## src/rtl/trap_sequencer.sv

```systemverilog
// Commit-point trap controller: arbitrates exception / external interrupt / MRET and
// sequences flush, CSR save or restore, and the PC redirect. All outputs are registered.
module trap_sequencer #(
    parameter int XLEN         = 32,
    parameter int FLUSH_CYCLES = 2
) (
    input  logic            clk_i,
    input  logic            rst_i,
    input  logic            exc_valid_i,
    input  logic [4:0]      exc_cause_i,
    input  logic [XLEN-1:0] exc_tval_i,
    input  logic [XLEN-1:0] commit_pc_i,
    input  logic            mret_i,
    input  logic            irq_ext_i,
    input  logic            mstatus_mie_i,
    input  logic            mie_meie_i,
    input  logic [XLEN-1:0] mtvec_i,
    output logic            busy_o,
    output logic            stall_o,
    output logic            flush_o,
    output logic            csr_save_o,
    output logic            csr_restore_o,
    output logic [XLEN-1:0] mepc_o,
    output logic [XLEN-1:0] mcause_o,
    output logic [XLEN-1:0] mtval_o,
    output logic            pc_set_o,
    output logic            exc_pc_mux_o,
    output logic [XLEN-1:0] trap_target_o
);

    typedef enum logic [2:0] {
        S_IDLE,
        S_FLUSH,
        S_SAVE,
        S_RESTORE,
        S_REDIRECT
    } state_t;

    localparam logic       EXCPC_MTVEC = 1'b0;
    localparam logic       EXCPC_MEPC  = 1'b1;
    localparam logic [2:0] FLUSH_LAST  = 3'(FLUSH_CYCLES);

    state_t            state_q;
    logic              trap_q;
    logic [2:0]        cnt_q;
    logic [XLEN-1:0]   mepc_q;
    logic [XLEN-1:0]   mcause_q;
    logic [XLEN-1:0]   mtval_q;
    logic              busy_q;
    logic              stall_q;
    logic              flush_q;
    logic              save_q;
    logic              restore_q;
    logic              pc_set_q;
    logic              mux_q;
    logic [XLEN-1:0]   target_q;
    logic              irq_take;

    // Vectored mode only offsets interrupts; the cause's interrupt bit shifts out.
    function automatic logic [XLEN-1:0] vector_target(input logic [XLEN-1:0] mtvec,
                                                      input logic [XLEN-1:0] mcause);
        logic [XLEN-1:0] base;
        base = {mtvec[XLEN-1:2], 2'b00};
        if (mtvec[1:0] == 2'b01 && mcause[XLEN-1])
            return base + {mcause[XLEN-3:0], 2'b00};
        return base;
    endfunction

    assign irq_take = irq_ext_i & mstatus_mie_i & mie_meie_i;

    always_ff @(posedge clk_i) begin
        if (rst_i) begin
            state_q   <= S_IDLE;
            trap_q    <= 1'b0;
            cnt_q     <= 3'd0;
            mepc_q    <= '0;
            mcause_q  <= '0;
            mtval_q   <= '0;
            busy_q    <= 1'b0;
            stall_q   <= 1'b0;
            flush_q   <= 1'b0;
            save_q    <= 1'b0;
            restore_q <= 1'b0;
            pc_set_q  <= 1'b0;
            mux_q     <= EXCPC_MTVEC;
            target_q  <= '0;
        end else begin
            save_q    <= 1'b0;
            restore_q <= 1'b0;
            pc_set_q  <= 1'b0;
            case (state_q)
                S_IDLE: begin
                    if (exc_valid_i || irq_take || mret_i) begin
                        state_q <= S_FLUSH;
                        cnt_q   <= 3'd1;
                        busy_q  <= 1'b1;
                        stall_q <= 1'b1;
                        flush_q <= 1'b1;
                    end
                    if (exc_valid_i) begin
                        trap_q   <= 1'b1;
                        mepc_q   <= commit_pc_i;
                        mcause_q <= {{(XLEN-5){1'b0}}, exc_cause_i};
                        mtval_q  <= exc_tval_i;
                    end else if (irq_take) begin
                        trap_q   <= 1'b1;
                        mepc_q   <= commit_pc_i;
                        mcause_q <= {1'b1, {(XLEN-5){1'b0}}, 4'hB};
                        mtval_q  <= '0;
                    end else if (mret_i) begin
                        trap_q <= 1'b0;
                    end
                end
                S_FLUSH: begin
                    if (cnt_q == FLUSH_LAST) begin
                        flush_q <= 1'b0;
                        if (trap_q) begin
                            state_q <= S_SAVE;
                            save_q  <= 1'b1;
                        end else begin
                            state_q   <= S_RESTORE;
                            restore_q <= 1'b1;
                        end
                    end else begin
                        cnt_q <= cnt_q + 3'd1;
                    end
                end
                S_SAVE, S_RESTORE: begin
                    // mtvec is taken here so the redirect sees it after the CSR update.
                    state_q  <= S_REDIRECT;
                    pc_set_q <= 1'b1;
                    mux_q    <= trap_q ? EXCPC_MTVEC : EXCPC_MEPC;
                    target_q <= trap_q ? vector_target(mtvec_i, mcause_q) : '0;
                end
                S_REDIRECT: begin
                    state_q  <= S_IDLE;
                    busy_q   <= 1'b0;
                    stall_q  <= 1'b0;
                    mux_q    <= EXCPC_MTVEC;
                    target_q <= '0;
                end
                default: begin
                    state_q <= S_IDLE;
                    busy_q  <= 1'b0;
                    stall_q <= 1'b0;
                    flush_q <= 1'b0;
                end
            endcase
        end
    end

    assign busy_o        = busy_q;
    assign stall_o       = stall_q;
    assign flush_o       = flush_q;
    assign csr_save_o    = save_q;
    assign csr_restore_o = restore_q;
    assign mepc_o        = mepc_q;
    assign mcause_o      = mcause_q;
    assign mtval_o       = mtval_q;
    assign pc_set_o      = pc_set_q;
    assign exc_pc_mux_o  = mux_q;
    assign trap_target_o = target_q;

endmodule

```

## config.mk

```make
export PLATFORM = sky130hd
export DESIGN_NAME = trap_sequencer
export DESIGN_NICKNAME = d
export VERILOG_FILES = /design/src/rtl/trap_sequencer.sv
export SDC_FILE = /design/constraint.sdc
export NUM_CORES = 1
export LEC_CHECK = 0
export ABC_AREA = 1
export BUFFER_PORTS_ARGS = -buffer_cell sky130_fd_sc_hd__buf_4
export CAP_MARGIN = 15
export CORE_MARGIN = 2
export CORE_UTILIZATION = 51
export CTS_CLUSTER_DIAMETER = 50
export DETAILED_ROUTE_END_ITERATION = 6
export GPL_ROUTABILITY_DRIVEN = 0
export GPL_TIMING_DRIVEN = 0
export PLACE_DENSITY = 0.86
export SYNTH_ARGS = -nofsm -noshare
export SYNTH_HDL_FRONTEND = slang
export SYNTH_SLANG_ARGS = --single-unit
```

## constraint.sdc

```tcl
create_clock -name clk_i -period 3.3 [get_ports clk_i]
set_input_delay 0.165 -clock clk_i [delete_from_list [all_inputs] [get_ports clk_i]]
set_output_delay 0.165 -clock clk_i [all_outputs]
set_load 0.005 [all_outputs]
```

# ---- Word-level counts from Yosys, hierarchy flattened
# Cells that the tools add are included.
dict set report word_totals {
  register_bits 141
  inputBits 108
  output_inout_bits 135
  elab_cells 78
}
dict set report classes {
  addsub 2
  reduce_logical 18
  n_eq_ne 9
  bitwise_logic 6
  n_mux 30
}
# op count
set op_table {}
lappend op_table {{two-way mux 32 bit} 9}
lappend op_table {{case mux 32 bit (2 select lines)} 1}
lappend op_table {{adder 32 bit} 1}
lappend op_table {{two-way mux 1 bit} 12}
lappend op_table {{equality test 3 x 2 -> 1 bit, second input constant} 3}
lappend op_table {{two-way mux 3 bit} 3}
lappend op_table {{case mux 3 bit (3 select lines)} 1}
lappend op_table {{OR reduction 3 bit} 3}
lappend op_table {{AND reduction 2 bit} 4}
lappend op_table {{!= test 2 bit, second input constant} 3}
lappend op_table {{case mux 3 bit (2 select lines)} 1}
lappend op_table {{AND reduction 3 bit} 2}
lappend op_table {{nonzero test 2 bit} 3}
lappend op_table {{NOT 1 bit} 4}
lappend op_table {{case mux 1 bit (2 select lines)} 2}
lappend op_table {{adder 3 x 1 -> 3 bit, second input constant} 1}
lappend op_table {{equality test 3 x 1 -> 1 bit, second input constant} 1}
lappend op_table {{equality test 3 bit, second input constant} 1}
lappend op_table {{zero test 3 bit} 1}
lappend op_table {{case mux 1 bit (3 select lines)} 1}
lappend op_table {{nonzero test 3 bit} 1}
lappend op_table {{AND 1 bit} 2}
lappend op_table {{equality test 2 x 1 -> 1 bit, second input constant} 1}
lappend op_table {{logical OR 1 bit} 2}
lappend op_table {{other kinds (2)} 2}

# ---- Depth between registers and ports, before layout
dict set report logic_depth {
  ltp_word 8
  mapped_depth 12
  ltp_nobuf 12
}

# ---- Worst setup path after synthesis
# OpenSTA, ideal clock, no wires.
dict set report synth_path {
  path_type {register to register}
  from {register mcause_q[0], in the netlist mcause_o[0]}
  to {register target_q[12], in the netlist trap_target_o[12]}
  slack_ns 1.535
  path_stages_with_launch 13
  setup_ns 0.132
  t_arrival_ns 1.633
  period_less_slack_ns 1.765
  path_buffers 0
  t_required_ns 3.168
  cell_sequence {dfxtp_1 > ha_1 > fa_1 > nand3_1 > nand2_1 > nand2_1 > nand2_4 > nand2_2 > inv_2 > nor2_1 > nor2_1 > nand2_1 > a21oi_1}
}
dict set report synth_between {
  elab_chain_len 5
}
# item line
set synth_rtl {}
lappend synth_rtl {{from (decl)} 47} ;# logic [XLEN-1:0] mcause_q;
lappend synth_rtl {{from (signal assigned)} 103} ;# mcause_q <= {{(XLEN-5){1'b0}}, exc_cause_i};
lappend synth_rtl {{from (signal assigned)} 108} ;# mcause_q <= {1'b1, {(XLEN-5){1'b0}}, 4'hB};
lappend synth_rtl {{adder 32 bit} 65} ;# return base + {mcause[XLEN-3:0], 2'b00};
lappend synth_rtl {{two-way mux 32 bit} 64} ;# if (mtvec[1:0] == 2'b01 && mcause[XLEN-1])
lappend synth_rtl {{two-way mux 32 bit} 66} ;# return base;
lappend synth_rtl {{two-way mux 32 bit} 133} ;# target_q <= trap_q ? vector_target(mtvec_i, mcause_q) : '0;
lappend synth_rtl {{case mux 32 bit (2 select lines)} 91} ;# case (state_q)
lappend synth_rtl {{to (signal assigned)} 133}
lappend synth_rtl {{to (decl)} 56} ;# logic [XLEN-1:0] target_q;
# Every way passes these cells. The select of a mux whose other input is x is not followed.
# A chain may end at the register's enable or synchronous reset.

# ---- Worst setup path in the final report
dict set report layout_path {
  from {input port mtvec_i[2]}
  to {register target_q[12], in the netlist trap_target_o[12]}
}
dict set report layout_between {
  elab_chain_len 5
}
# item line
set layout_rtl {}
lappend layout_rtl {{from (decl)} 17} ;# input logic [XLEN-1:0] mtvec_i,
lappend layout_rtl {{adder 32 bit} 65}
lappend layout_rtl {{two-way mux 32 bit} 64}
lappend layout_rtl {{two-way mux 32 bit} 66}
lappend layout_rtl {{two-way mux 32 bit} 133}
lappend layout_rtl {{case mux 32 bit (2 select lines)} 91}
# Every way passes these cells. The select of a mux whose other input is x is not followed.

==> impl_metrics.yaml <==
floorplanning:
  die_w_um: 105
  coreArea_sq_um: 9860
  dieArea_sq_um: 11100
  row_count: 36
  start_util_pct: 53.1
  io_pins: 243
  die_h_um: 105
setup_path:
  cp-start-kind: "input pin"
  worst-setup-path-type: "input pin to flop"
  critPathBufInv: 3
  cpMaxStageDelayCell: "dlygate4sd3_1"
  path_cells: "dlygate4sd3_1 -> buf_4 -> ha_1 -> fa_1 -> nand3_1 -> nand2_1 -> nand2_1 -> nand2_4 -> nand2_2 -> inv_2 -> nor2_1 -> nor2_1 -> nand2_1 -> a21oi_1"
  crit_family: "simple AND/OR/NAND/NOR gates"
  crit_path_frequent_cell: "nand2_1"
  cp-end-kind: "flop"
  path_max_fanout: 6
  cp.required_ns: 3.69
  max_stage_delay_ns: 0.53
  crit_arrival_ns: 2.39
timing:
  fin_worst_skew_ns: 0.0118
  finalSetupViolCount: 0
  clock.fmax_mhz: 498
  fin_crit_sh_pct: 60.8
  whs_ns: 0.00131
  layout_min_cycle_time_ns: 2.01
  fin_setup_tns_ns: 0
  tightestPinTransition_ns: 0.608
  hold_violations: 0
  rsz0062_at_grt: "no"
  slew_viol_final: 0
  relSlewSlack_pct: 59.5
cts:
  clk_latency_ns: 0.52
  cts_resized: 0
  tritoncts.num_buffers: 17
  path_clk_slew_ns: 0.06
  cts_setup_buffers: 0
  cts_root_buf: "clkbuf_8"
  htree_levels: 4
  cts_tree: "yes"
  cts.path.max_buffers: 2
  clock_sinks: 113
global_routing:
  grt_pass1_wl_um: 34800
  grt_pass1_vias: 6800
  grt_max_degree: 17
  grt_usage_pct: 39.7
  grt_overflow: 0
  antenna_found_initial: 0
cells_and_area:
  nets: 1190
  nFillCells: 491
  layout_commonest_cell: "buf_4"
  layout_common_cells: "buf_4, nand2_1, dfxtp_1"
  area_growth_syn_to_layout_pct: 62.4
  multi_input_area_sq_um: 2460
  antennaDiodeCount: 0
  drive_gt1_share_pct: 28.5
  sequential_cell_area_sq_um: 2260
  finalNonFillerCells: 1220
synthesis:
  netlist_area_sq_um: 5240
  synth_edf_count: 0
  yosys_register_bits: 113
  ys_types: 33
  syn_avg_cell_area_sq_um: 7.13
  synth-seq-area-share_pct: 43.2
  async_reset_ff_share_pct: 0
  synth_ff_type: "dfxtp_1"
  synth_warnings: 0
  netlist_instances: 735
run:
  cap_violations: 0
drt:
  vias: 6726
  drt_iter0_drc: 600
  drc: 0
  ant_nets: 0
  drt_first_pass_iters: 6
  wl_um: 21800
  viasPerCell: 5.51
  post_drt_wl_per_cell_um: 17.9
power_and_ir_drop:
  p_per_area_nw_per_um2: 660
  p_leak_nw: 4.05
  ir_drop_v: 0.000576
placement:
  hpwl_um: 12000
  placement.io_buffers: 213
  place_inst: 1108
worst_hold_path:
  hold_class: "input pin to flop"
status:
  status: "finished, final reports clean"
path summary, 6_finish.rpt:
kind	startpoint	to	slack, ns	depth (start not counted)
min reg2reg	trap_target_o[31]	trap_target_o[31]	0.47	2
max reg2reg	mcause_o[0]	trap_target_o[12]	1.30	12
min	mtvec_i[23]	trap_target_o[23]	0.001	4
max	mtvec_i[2]	trap_target_o[12]	1.29	14
state kept, by name, indices dropped and copies added (netlist names), 3 cells and up:
signal	cells
state_q	3
mtval_o	32
mepc_o	32
trap_target_o	30
cnt_q	3
mcause_o	6
where the power goes:
| part | switching (W) | internal, W |
|---|---|---|
| logic | 0.00106 | 0.000797 |
| clock network | 0.000730 | 0.00116 |
| registers | 0.000215 | 0.00165 |
| total | 0.00201 | 0.00361 |
metrics by stage:
stage / util (%) / setup slack, ns / power [W] / area (sq um)
global route: 86.2 / 1.13 / 0.00582 / 8510
global placement: 72.0 / 1.39 / 0.00340 / 7110
finish: 86.2 / 1.29 / 0.00561 / 8510
floorplan: - / 1.54 / 0.00267 / 5340
CTS: 86.2 / 1.31 / 0.00537 / 8510
detailed placement: 72.0 / 1.36 / 0.00342 / 7110
layer usage:
metal / track usage, % / part of all wire, %
met5: 0 / 0
met4: 22.5 / 6.3
met1: 43.7 / 35
met3: 11.4 / 11
met2: 68.1 / 48
Yosys cell counts (10+ instances only):
| library cell | n | area, sq um |
|---|---|---|
| nand2_1 | 158 | 593 |
| clkbuf_1 | 15 | 56.3 |
| nor2_1 | 104 | 390 |
| dfxtp_1 | 113 | 2260 |
| inv_1 | 58 | 218 |
| nor3_1 | 15 | 75.1 |
| nand4_1 | 10 | 62.6 |
| buf_4 | 31 | 233 |
| a21oi_1 | 80 | 400 |
| buf_2 | 13 | 65.1 |
| o21ai_0 | 41 | 205 |
| nand3_1 | 41 | 205 |
cell families (layout without fill, tap and decap cells):
family | after synthesis | in the layout | synth area share [%]
xor gates and xnor gates | 3 | 3 | 0.502
DFF | 113 | 113 | 43.2
other | 1 | 28 | 0.0716
adders and majority gates | 8 | 8 | 2.05
and+or+nand+nor | 343 | 343 | 28.1
buffers and inverters | 124 | 449 | 11.7
AOI/OAI and AO/OA | 143 | 143 | 14.4
repair_timing:
item | 4_1_cts | 5_1_grt
endpoints found under the hold margin | 80 | 0
setup endpoints to repair | 0 | 0
hold buffers | 80 | 0
worst min-delay path: stages:
cell and delay [ns]:
buf_4 0.10, nand3_1 0.07, nand3_1 0.08, a21oi_1 0.05
area by class of cell:
class                   instances  area share, %
multi-input cells             525           29.0
repair buffers                293           28.2
flip-flops and latches        113           26.6
clock buffers                  18           4.91
plain buffers                  61           4.43
inverters                      63           2.78
clock inverters                14           2.13
well taps                     133           1.96
Note: power is estimated with default switching activity, not from simulation.
